==> src/rtl/polydiv_pkg.sv <==
// Shared types and default constants for the polynomial long-division sequencer.
package polydiv_pkg;

  localparam int DEF_DEG_W          = 11;
  localparam int DEF_MAX_ITER       = 757;
  localparam int DEF_TIMEOUT_CYCLES = 4096;

  typedef logic [DEF_DEG_W-1:0] deg_t;

  typedef enum logic [2:0] {
    S_IDLE   = 3'd0,
    S_CHECK  = 3'd1,
    S_LAUNCH = 3'd2,
    S_WAIT   = 3'd3,
    S_SWAP   = 3'd4,
    S_FINISH = 3'd5,
    S_FAIL   = 3'd6
  } state_t;

endpackage

==> src/rtl/polydiv_watchdog.sv <==
// Per-step timeout counter: cleared at launch, counts while waiting, flags the last allowed cycle.
module polydiv_watchdog
  import polydiv_pkg::*;
#(
  parameter int LIMIT = DEF_TIMEOUT_CYCLES
) (
  input  logic i_clk,
  input  logic i_rst,
  input  logic i_clear,
  input  logic i_count,
  output logic o_expired
);

  localparam int CW = $clog2(LIMIT + 1);

  logic [CW-1:0] r_cnt;

  always_ff @(posedge i_clk) begin
    if (i_rst || i_clear) begin
      r_cnt <= '0;
    end else if (i_count && (r_cnt != CW'(LIMIT))) begin
      r_cnt <= r_cnt + 1'b1;
    end
  end

  // Expiry is raised in the LIMIT-th waiting cycle so the FSM leaves on the following edge.
  assign o_expired = i_count && (r_cnt == CW'(LIMIT - 1));

endmodule

==> src/rtl/polydiv_sequencer.sv <==
// Iteration controller for the polynomial long-division subtract stage.
// Optional per-step watchdog enabled by defining POLYDIV_TIMEOUT_EN.
module polydiv_sequencer
  import polydiv_pkg::*;
#(
  parameter int DEG_W          = DEF_DEG_W,
  parameter int MAX_ITER       = DEF_MAX_ITER,
  parameter int TIMEOUT_CYCLES = DEF_TIMEOUT_CYCLES
) (
  input  logic             i_clk,
  input  logic             i_rst,
  input  logic             i_start,
  input  logic [DEG_W-1:0] i_deg_n,
  input  logic [DEG_W-1:0] i_deg_d,
  output logic             o_busy,
  output logic             o_done,
  output logic             o_err,
  output logic [DEG_W-1:0] o_iter_count,
  output logic [DEG_W-1:0] o_rem_deg,
  output logic             o_sub_start,
  output logic [DEG_W-1:0] o_sub_deg_n,
  output logic [DEG_W-1:0] o_sub_deg_d,
  input  logic             i_sub_done,
  input  logic [DEG_W-1:0] i_sub_deg,
  output logic             o_bank_sel,
  output state_t           o_dbg_state
);

  // Handshake: o_sub_start is a one-cycle launch pulse; the stage answers later with a
  // one-cycle i_sub_done carrying i_sub_deg. i_sub_done is only honoured in S_WAIT.

  state_t           r_state;
  state_t           w_next;
  logic [DEG_W-1:0] r_rem_deg;
  logic [DEG_W-1:0] r_deg_d;
  logic [DEG_W-1:0] r_iter;
  logic             r_bank;
  logic             r_err;
  logic             w_load;
  logic             w_capture;
  logic             w_timeout;

`ifdef POLYDIV_TIMEOUT_EN
  polydiv_watchdog #(
    .LIMIT (TIMEOUT_CYCLES)
  ) u_watchdog (
    .i_clk     (i_clk),
    .i_rst     (i_rst),
    .i_clear   (r_state == S_LAUNCH),
    .i_count   (r_state == S_WAIT),
    .o_expired (w_timeout)
  );
`else
  logic w_unused_timeout_cfg;
  assign w_unused_timeout_cfg = (TIMEOUT_CYCLES > 0);
  assign w_timeout            = 1'b0;
`endif

  always_comb begin
    w_next    = r_state;
    w_load    = 1'b0;
    w_capture = 1'b0;
    case (r_state)
      S_IDLE: begin
        if (i_start) begin
          w_next = S_CHECK;
          w_load = 1'b1;
        end
      end
      S_CHECK: begin
        if (r_rem_deg < r_deg_d) begin
          w_next = S_FINISH;
        end else if (r_iter == DEG_W'(MAX_ITER)) begin
          w_next = S_FAIL;
        end else begin
          w_next = S_LAUNCH;
        end
      end
      S_LAUNCH: w_next = S_WAIT;
      S_WAIT: begin
        // A step that does not strictly lower the degree would never terminate.
        if (i_sub_done) begin
          if (i_sub_deg < r_rem_deg) begin
            w_next    = S_SWAP;
            w_capture = 1'b1;
          end else begin
            w_next = S_FAIL;
          end
        end else if (w_timeout) begin
          w_next = S_FAIL;
        end
      end
      S_SWAP:   w_next = S_CHECK;
      S_FINISH: w_next = S_IDLE;
      S_FAIL:   w_next = S_IDLE;
      default:  w_next = S_IDLE;
    endcase
  end

  always_ff @(posedge i_clk) begin
    if (i_rst) begin
      r_state   <= S_IDLE;
      r_rem_deg <= '0;
      r_deg_d   <= '0;
      r_iter    <= '0;
      r_bank    <= 1'b0;
      r_err     <= 1'b0;
    end else begin
      r_state <= w_next;
      if (w_load) begin
        r_rem_deg <= i_deg_n;
        r_deg_d   <= i_deg_d;
        r_iter    <= '0;
        r_bank    <= 1'b0;
        r_err     <= 1'b0;
      end
      if (w_capture) begin
        r_rem_deg <= i_sub_deg;
      end
      if (r_state == S_SWAP) begin
        r_bank <= ~r_bank;
        r_iter <= r_iter + 1'b1;
      end
      // Raised on entry so err is already visible alongside the done pulse.
      if (w_next == S_FAIL) begin
        r_err <= 1'b1;
      end
    end
  end

  assign o_busy       = (r_state != S_IDLE);
  assign o_done       = (r_state == S_FINISH) || (r_state == S_FAIL);
  assign o_sub_start  = (r_state == S_LAUNCH);
  assign o_err        = r_err;
  assign o_iter_count = r_iter;
  assign o_rem_deg    = r_rem_deg;
  assign o_sub_deg_n  = r_rem_deg;
  assign o_sub_deg_d  = r_deg_d;
  assign o_bank_sel   = r_bank;
  assign o_dbg_state  = r_state;

endmodule
==> config.mk <==
export PLATFORM = sky130hd
export DESIGN_NAME = polydiv_sequencer
export DESIGN_NICKNAME = d
export VERILOG_FILES = /design/src/rtl/polydiv_pkg.sv /design/src/rtl/polydiv_watchdog.sv /design/src/rtl/polydiv_sequencer.sv
export SDC_FILE = /design/constraint.sdc
export NUM_CORES = 1
export LEC_CHECK = 0
export ABC_AREA = 1
export ABC_CLOCK_PERIOD_IN_PS = 2900
export BUFFER_PORTS_ARGS = -buffer_cell sky130_fd_sc_hd__buf_2
export CORE_ASPECT_RATIO = 0.8
export CORE_MARGIN = 5
export CORE_UTILIZATION = 56
export CTS_BUF_LIST = sky130_fd_sc_hd__clkbuf_4 sky130_fd_sc_hd__clkbuf_8
export CTS_CLUSTER_DIAMETER = 30
export DETAILED_ROUTE_END_ITERATION = 10
export PLACE_DENSITY = 0.95
export SLEW_MARGIN = 20
export SYNTH_ARGS = -nofsm -noshare
export SYNTH_HDL_FRONTEND = slang
export SYNTH_SLANG_ARGS = --single-unit
==> constraint.sdc <==
create_clock -name i_clk -period 2.9 [get_ports i_clk]
set_input_delay 0.435 -clock i_clk [delete_from_list [all_inputs] [get_ports i_clk]]
set_output_delay 0.435 -clock i_clk [all_outputs]
set_load 0.01 [all_outputs]
==> flow_summary.ini, run 1 <==
[critical_path]
critPathSlowestCell = dfxtp_1
cp_top_family = simple AND/OR/NAND/NOR gates
slowest_delay_ns = 0.47
worstSetupStartpointType = flip-flop
cp.required_ns = 3.05
cp_cell_sequence = inv_1 > ha_1 > nand2_1 > inv_2 > nand2_1 > inv_1 > nand2_1 > nand3_2 > nor2_2 > nand2_1 > nand2_1 > a21oi_1
cp.arrival_ns = 2.27
critPathMaxFanout = 11
path_buf_inv = 3
crit_type = reg -> reg
cp_common_cell = nand2_1
cp-end-kind = flip-flop

[synth]
seq_area_frac_synth_pct = 29.60
ys_seq_elements = 38
synth_flop_cell = dfxtp_1
ys_warn_count = 0
synthTopCellsByCount = 102 x nand2_1, 59 x inv_1, 38 x dfxtp_1
synth_area_leaders = dfxtp_1 30%, nand2_1 15%, ha_1 11%
synth_nets = 428
async_flop_share_pct = 0
syn_inst = 369
synth_top_area_share_pct = 29.60
synth_area_per_cell_sq_um = 6.965
syn_area_sq_um = 2570
synth.distinct_cells = 35
yosysMostFrequentCell = nand2_1
synth.largest_area_cell = dfxtp_1
synth_edf_count = 0

[finish]
fin_cells = 502
nets = 501
fillerInstances = 397
final_util_pct = 66.66
drive_above_1_share_pct = 29.41
final_cell_area_sq_um = 3009
syn_to_final_growth_pct = 17.09
antenna_cells = 0

[clocking]
clk_pin_slew_ns = 0.07
numCtsBuffers = 5
clock-sinks = 38
root_buffer = clkbuf_8
cts_resized = 0
htree_levels = 2
cts_hold_buf = 0
cts_tree = yes
clock_latency_ns = 0.28
post_cts_buffers = 0
clockBufferDepth = 2

[run]
drv_cap = 0

[sta]
tightest_slew_ns = 0.7830
setup_viol = 0
post-route-period-util_pct = 72.99
fin_skew_ns = 0.003182
hold_viol = 0
period_needed_ns = 2.117
max_freq_ghz = 0.4724
slew_viol_final = 0
rsz0062_at_grt = false
fin_ws_ns = 0.7832
hold_ws_ns = 0.4221
max_slew_margin_pct = 47.73
setup_tns_ns = 0

[floorplan]
ios = 89
core_area_sq_um = 4514
die-height_microns = 70.59
rows = 22
die-area_sq_um = 6052
die_x_microns = 85.74
start_util_pct = 56.93

[drt]
drc = 0
ant_nets = 0
wl_per_cell_microns = 13.08
firstDrtPassIters = 4
viasPerCell = 5.074
routed_wl_mm = 6.568
first_iter_violations = 207
vias = 2547

[placement]
io_buffers = 88
place_ws_ns = 0.8183
dp_cells = 495
place_area_sq_um = 2925
gp_congestion = 0.8942
dpl.hpwl_mm = 5.091

[power_and_ir_drop]
vdd_drop_max_uv = 428.9
power.leakage_nw = 1.605
p_total_mw = 2.165
pwr_density_cell_nw_per_um2 = 719.5

[status]
status = complete, no violations

[global_routing]
grt_pass1_wl_mm = 10.85
grt_pass1_vias = 2427
grt_max_degree = 40
track_usage_pct = 21.78
antenna_found_initial = 0
grt.overflow.total = 0

[hold_path]
hold_path.class = in -> reg
[worst register-to-register path, stage by stage (launching register included)]
cell and delay, ns:
dfxtp_1 0.47, inv_1 0.08, ha_1 0.31, nand2_1 0.08, inv_2 0.03, nand2_1 0.09
inv_1 0.04, nand2_1 0.13, nand3_2 0.11, nor2_2 0.39, nand2_1 0.12, nand2_1 0.09
a21oi_1 0.05
[worst paths after layout]
check	startpoint	slack, ns	cells past startpoint	to
hold / removal	i_deg_d[4]	0.42	3	o_sub_deg_d[4]
setup / recovery	o_rem_deg[8]	0.78	12	o_rem_deg[1]
hold reg to reg	o_bank_sel	0.46	1	o_bank_sel
setup reg to reg	o_rem_deg[8]	0.78	12	o_rem_deg[1]
[layer usage]
metal  track usage [%]  share of wire, %
met2             35.95                45
met1             29.26                45
met4             6.503               1.7
met3             3.609               8.1
met5                 0                 0
[sequential cells by signal, summed over array words and instances (netlist names)]
register	flops
o_bank_sel	1
o_dbg_state	3
o_err	1
o_iter_count	11
o_rem_deg	11
o_sub_deg_d	11
[final cells by class]
cell class	instances	area [sq um]	area share, %
clock buffers	7	83.83	2.786
inverters	69	259.0	8.607
multi-input cells	240	1390	46.20
flip-flops and latches	38	760.7	25.28
well taps	60	75.07	2.495
repair buffers	88	440.4	14.64
[report_power, final]
group	internal (mW)	total [mW]	switching [mW]	leakage, nW
logic	0.391	1.07	0.681	1.25
registers	0.628	0.738	0.110	0.311
clock network	0.184	0.355	0.171	0.0452
total	1.20	2.17	0.961	1.61
[kinds of logic after synthesis]
family / after synthesis / share of synthesized area, %
AND/OR/NAND/NOR: 154 / 28.43
buffers and inverters: 91 / 16.31
AO/OA/AOI/OAI: 64 / 14.95
flip-flops: 38 / 29.60
adder cells (fa/ha/maj): 22 / 10.71
[cell usage in the layout (no fill, tap or decap), types with 2 or more instances in the layout]
master | Yosys | final
nand2_1 | 102 | 102
buf_2 | 2 | 88
inv_1 | 59 | 59
dfxtp_1 | 38 | 38
a21oi_1 | 25 | 25
ha_1 | 22 | 22
nand3_1 | 18 | 18
o21ai_1 | 13 | 13
a21oi_2 | 10 | 10
nor2_1 | 10 | 10
inv_2 | 9 | 9
o21ai_0 | 6 | 6
clkbuf_8 | 0 | 5
nor2_4 | 4 | 4
nand4_1 | 4 | 4
nor3_1 | 3 | 3
nor2_2 | 3 | 3
nand2_4 | 2 | 2
a31oi_1 | 2 | 2
nand3_2 | 2 | 2
o22ai_1 | 2 | 2
a211oi_1 | 2 | 2
clkbuf_4 | 0 | 2
Note: power is estimated with default switching activity, not from simulation.
==> run 2: changes to the inputs <==
- ABC_AREA: 1 -> 0
- ABC_CLOCK_PERIOD_IN_PS: 2900 -> 1920
- CORE_UTILIZATION: 56 -> 46
- PLACE_DENSITY: 0.95 -> 0.89
- clock period: 2.9 -> 1.92 ns (I/O delays scaled with it)
==> flow_summary.ini, run 2 <==
[synth]
synth_top_area_share_pct = 33.44
syn_inst = 295
synth_edf_count = 0
ys_warn_count = 0
ys_seq_elements = 38
synth.distinct_cells = 37
syn_area_sq_um = 2275
synth_area_per_cell_sq_um = 7.711
async_flop_share_pct = 0
seq_area_frac_synth_pct = 33.44
synthTopCellsByCount = 60 x nand2_1, 38 x dfxtp_1, 30 x nor2_1
yosysMostFrequentCell = nand2_1
synth_flop_cell = dfxtp_1
synth.largest_area_cell = dfxtp_1
synth_area_leaders = dfxtp_1 33%, ha_1 12%, nand2_1 9.9%
synth_nets = 354

[floorplan]
die-height_microns = 72.90
rows = 22
die-area_sq_um = 6460
start_util_pct = 48.61
ios = 89
die_x_microns = 88.62
core_area_sq_um = 4679

[clocking]
clock-sinks = 38
numCtsBuffers = 5
cts_tree = yes
clockBufferDepth = 2
root_buffer = clkbuf_8
clk_pin_slew_ns = 0.08
clock_latency_ns = 0.28
htree_levels = 2
cts_hold_buf = 0

[finish]
regArea_sq_um = 787.0
syn_to_final_growth_pct = 41.31
multi_input_area_sq_um = 1498
final_cell_mix = 88 x buf_2, 59 x nand2_1, 24 x nor2_1
mostFrequentLayoutCell = buf_2
nets = 450
drive_above_1_share_pct = 47.19
final_util_pct = 68.69
antenna_cells = 0
final_cell_area_sq_um = 3214
fillerInstances = 382

[critical_path]
worstSetupStartpointType = flip-flop
cp.arrival_ns = 2.22
r2r_cells = 10
cp-end-kind = flip-flop
crit_type = reg -> reg
cp.required_ns = 2.09
critPathMaxFanout = 7

[sta]
tightest_slew_ns = 0.4533
max_freq_ghz = 0.4882
post-route-period-util_pct = 106.7
period_needed_ns = 2.049
max_slew_margin_pct = 69.74
setup_viol = 11
setup_tns_ns = -0.4511
slew_viol_final = 0
rsz0062_at_grt = true
fin_skew_ns = 0.008320
fin_ws_ns = -0.1285
hold_viol = 0

[drt]
vias = 2446
first_iter_violations = 86
viasPerCell = 5.412
routed_wl_mm = 7.052
firstDrtPassIters = 4
drc = 0
wl_per_cell_microns = 15.60
ant_nets = 0

[power_and_ir_drop]
pwr_density_cell_nw_per_um2 = 1081
vdd_drop_max_uv = 591.8
power.leakage_nw = 1.473

[placement]
gp_congestion = 0.8233
io_buffers = 88
place_ws_ns = -0.1177
place_area_sq_um = 2801
dpl.hpwl_mm = 4.679

[global_routing]
antenna_found_initial = 0
track_usage_pct = 20.46
grt_pass1_vias = 2318
grt_pass1_wl_mm = 10.47
grt_max_degree = 28
grt.overflow.total = 0

[hold_path]
min_path_cells = 3
hold_path.class = in -> reg

[run]
drv_cap = 0

[status]
violations = setup timing
status = finished, violations left
==> run 2: changes by cell type after synthesis, moves of 4 or more <==
cell	before	now
a21oi_2	10	0
a311oi_1	0	11
inv_1	59	25
inv_2	9	0
mux2_2	0	4
nand2_1	102	60
nand3_1	18	4
nor2_1	10	30
o21ai_1	13	1
==> run 2: worst max-delay path, cell delays in order, from the launching register on <==
cell      delay [ns]
dfxtp_2         0.33
buf_4           0.13
inv_2           0.05
ha_4            0.26
nand2_1         0.08
nor3_2          0.21
a221oi_2        0.10
nand2b_1        0.21
buf_6           0.19
nor2_1          0.07
a311oi_2        0.30
==> run 2: logic make-up (layout without fill, tap and decap cells) <==
kind of cell / after synthesis / in the layout / share of synthesized area [%]
AO/OA/AOI/OAI: 56 / 56 / 15.90
XOR/XNOR: 1 / 1 / 0.3851
adder cells (fa/ha/maj): 22 / 22 / 12.10
buffers and inverters: 50 / 147 / 11.22
flip-flops: 38 / 38 / 33.44
multiplexers: 5 / 5 / 2.475
AND/OR/NAND/NOR: 123 / 123 / 24.48
==> run 2: routing by layer <==
layer  GRT usage [%]  routed length, microns  up-vias
li1                -                       -     1188
met1           26.30                    2925     1149
met2           34.27                    3506       99
met3           4.176                     517       10
met4           6.376                     103        0
met5               0                       0        -
==> run 2: area by class of cell <==
cell class | count | area share, %
clock buffers | 6 | 2.569
clock inverters | 2 | 0.3893
inverters | 25 | 2.997
multi-input cells | 207 | 46.59
flip-flops and latches | 38 | 24.48
well taps | 60 | 2.336
repair buffers | 114 | 20.63
==> run 2: metrics by stage <==
| stage | power [mW] | hold WS, ns | cells |
|---|---|---|---|
| finish | 3.473 | 0.2306 | 452 |
| global route | 3.730 | 0.2259 | 452 |
| CTS | 3.293 | 0.2266 | 450 |
| detailed placement | 2.576 | 0.4622 | 439 |
| global placement | 2.528 | 0.4548 | 439 |
| floorplan | 2.028 | 0.4164 | 295 |
==> run 2: final timing paths <==
kind	from	to	slack, ns
max	o_rem_deg[4]	o_rem_deg[6]	-0.13
min	i_deg_d[10]	o_sub_deg_d[10]	0.23
max reg2reg	o_rem_deg[4]	o_rem_deg[6]	-0.13
min reg2reg	o_sub_deg_d[3]	o_sub_deg_d[3]	0.47
==> run 2: what timing repair did <==
item | 4_1_cts | 5_1_grt
cloned | 1 | 0
endpoints found under the setup margin | 14 | 14
pin swaps | 12 | 11
buffers inserted | 2 | 2
hold endpoints to repair | 0 | 0
gates resized for setup | 37 | 33
==> run 2: report_power, final <==
part	switching, mW	internal (mW)	leakage, nW
Sequential	0.168	0.935	0.317
Clock	0.282	0.289	0.0472
Combinational	0.972	0.827	1.11
Total	1.42	2.05	1.47
==> run 3: changes to the inputs <==
- BUFFER_PORTS_ARGS: -buffer_cell sky130_fd_sc_hd__buf_2 -> not set
- CORE_UTILIZATION: 46 -> 59
- DONT_BUFFER_PORTS: not set -> 1
- GPL_ROUTABILITY_DRIVEN: not set -> 0
- PLACE_DENSITY: 0.89 -> 0.88
- RECOVER_POWER: not set -> 25
==> flow_summary.ini, run 3 (synthesis results as in run 2) <==
[drt]
first_iter_violations = 148
ant_nets = 0
routed_wl_mm = 6.748
firstDrtPassIters = 4
viasPerCell = 6.060
vias = 2212
wl_per_cell_microns = 18.49
drc = 0

[critical_path]
cp.arrival_ns = 2.27
cp-startpoint = o_rem_deg[8]
cp-end-kind = flip-flop
critPathMaxFanout = 5
r2r_cells = 9
reg2reg_slack_ns = -0.14
critPathCapture = o_rem_deg[0]
worstSetupStartpointType = flip-flop
r2r_start = o_rem_deg[8]
r2r_end = o_rem_deg[0]
crit_type = reg -> reg
cp.required_ns = 2.12

[status]
violations = setup timing
status = finished, violations left

[finish]
antenna_cells = 0
final_util_pct = 76.23
final_cell_mix = 58 x nand2_1, 37 x buf_4, 26 x dfxtp_1
mostFrequentLayoutCell = nand2_1
fin_cells = 365
nets = 379
final_cell_area_sq_um = 2861
syn_to_final_growth_pct = 25.80
drive_above_1_share_pct = 35.20
fillerInstances = 248

[clocking]
root_buffer = clkbuf_8
clockBufferDepth = 2
htree_levels = 2
clk_pin_slew_ns = 0.07
numCtsBuffers = 5
cts_tree = yes
cts_hold_buf = 0
clock-sinks = 38
clock_latency_ns = 0.30

[power_and_ir_drop]
pwr_density_cell_nw_per_um2 = 1198
vdd_drop_max_uv = 600.8
p_total_mw = 3.427
power.leakage_nw = 1.144

[global_routing]
track_usage_pct = 23.45
antenna_found_initial = 0
grt.overflow.total = 0
grt_pass1_wl_mm = 9.722
grt_max_degree = 40
grt_pass1_vias = 2107

[sta]
setup_viol = 13
rsz0062_at_grt = true
fin_skew_ns = 0.007608
max_slew_margin_pct = 74.84
post-route-period-util_pct = 107.4
max_freq_ghz = 0.4850
hold_viol = 0
fin_ws_ns = -0.1419
hold_ws_ns = 0.05331
slew_viol_final = 0
tightest_slew_ns = 0.3759
period_needed_ns = 2.062
setup_tns_ns = -1.107

[hold_path]
hold_path.class = in -> reg

[run]
drv_cap = 0

[floorplan]
die-height_microns = 65.54
die_x_microns = 79.42
ios = 89
die-area_sq_um = 5205
start_util_pct = 60.60
core_area_sq_um = 3754
rows = 20

[placement]
place_area_sq_um = 2446
dp_cells = 349
place_ws_ns = -0.08393
io_buffers = 0
dpl.hpwl_mm = 4.258
run 3: cell type report:
cell class | count | area (sq um) | share of cell area [%]
inverters | 25 | 93.84 | 3.279
well taps | 44 | 55.05 | 1.924
clock inverters | 2 | 12.51 | 0.4373
flip-flops and latches | 38 | 783.3 | 27.37
repair buffers | 43 | 354.1 | 12.37
multi-input cells | 207 | 1480 | 51.73
clock buffers | 6 | 82.58 | 2.886
run 3: worst max-delay path, cell delays in order, from the launching register on:
cell       delay [ns]
dfxtp_4          0.37
inv_2            0.05
ha_4             0.24
a211oi_2         0.22
o2111ai_1        0.16
a221oi_2         0.26
nand2b_1         0.18
buf_4            0.18
buf_6            0.12
a311oi_1         0.19
run 3: worst min-delay path by stage:
stage / startpoint / end / slack [ns] / depth (start not counted)
detailed placement: i_rst / o_sub_deg_d[4] / 0.36 / 1
global route: i_rst / o_rem_deg[10] / 0.04 / 1
finish: i_rst / o_rem_deg[3] / 0.05 / 1
global placement: i_rst / o_rem_deg[8] / 0.36 / 1
CTS: i_rst / o_sub_deg_d[4] / 0.05 / 1
floorplan: i_deg_d[4] / o_sub_deg_d[4] / 0.42 / 2
run 3: report_power, final:
part           internal [mW]  total [mW]  switching (mW)
clock network          0.289       0.578           0.290
logic                  0.802        1.78           0.976
registers              0.933        1.07           0.137
run 3: repair_timing:
action,4_1_cts,5_1_grt
pin swaps,4,13
resized for setup,16,51
endpoints found under the setup margin,14,15
gates cloned,0,1
setup buffers,2,5
run 3: routing by layer:
layer  global-route usage (%)  wire, microns  up-vias
met5                        0              0        -
li1                         -              -     1045
met3                    7.123            512       27
met2                    39.38           3310      109
met1                    28.30           2666     1031
met4                    8.369            258        0
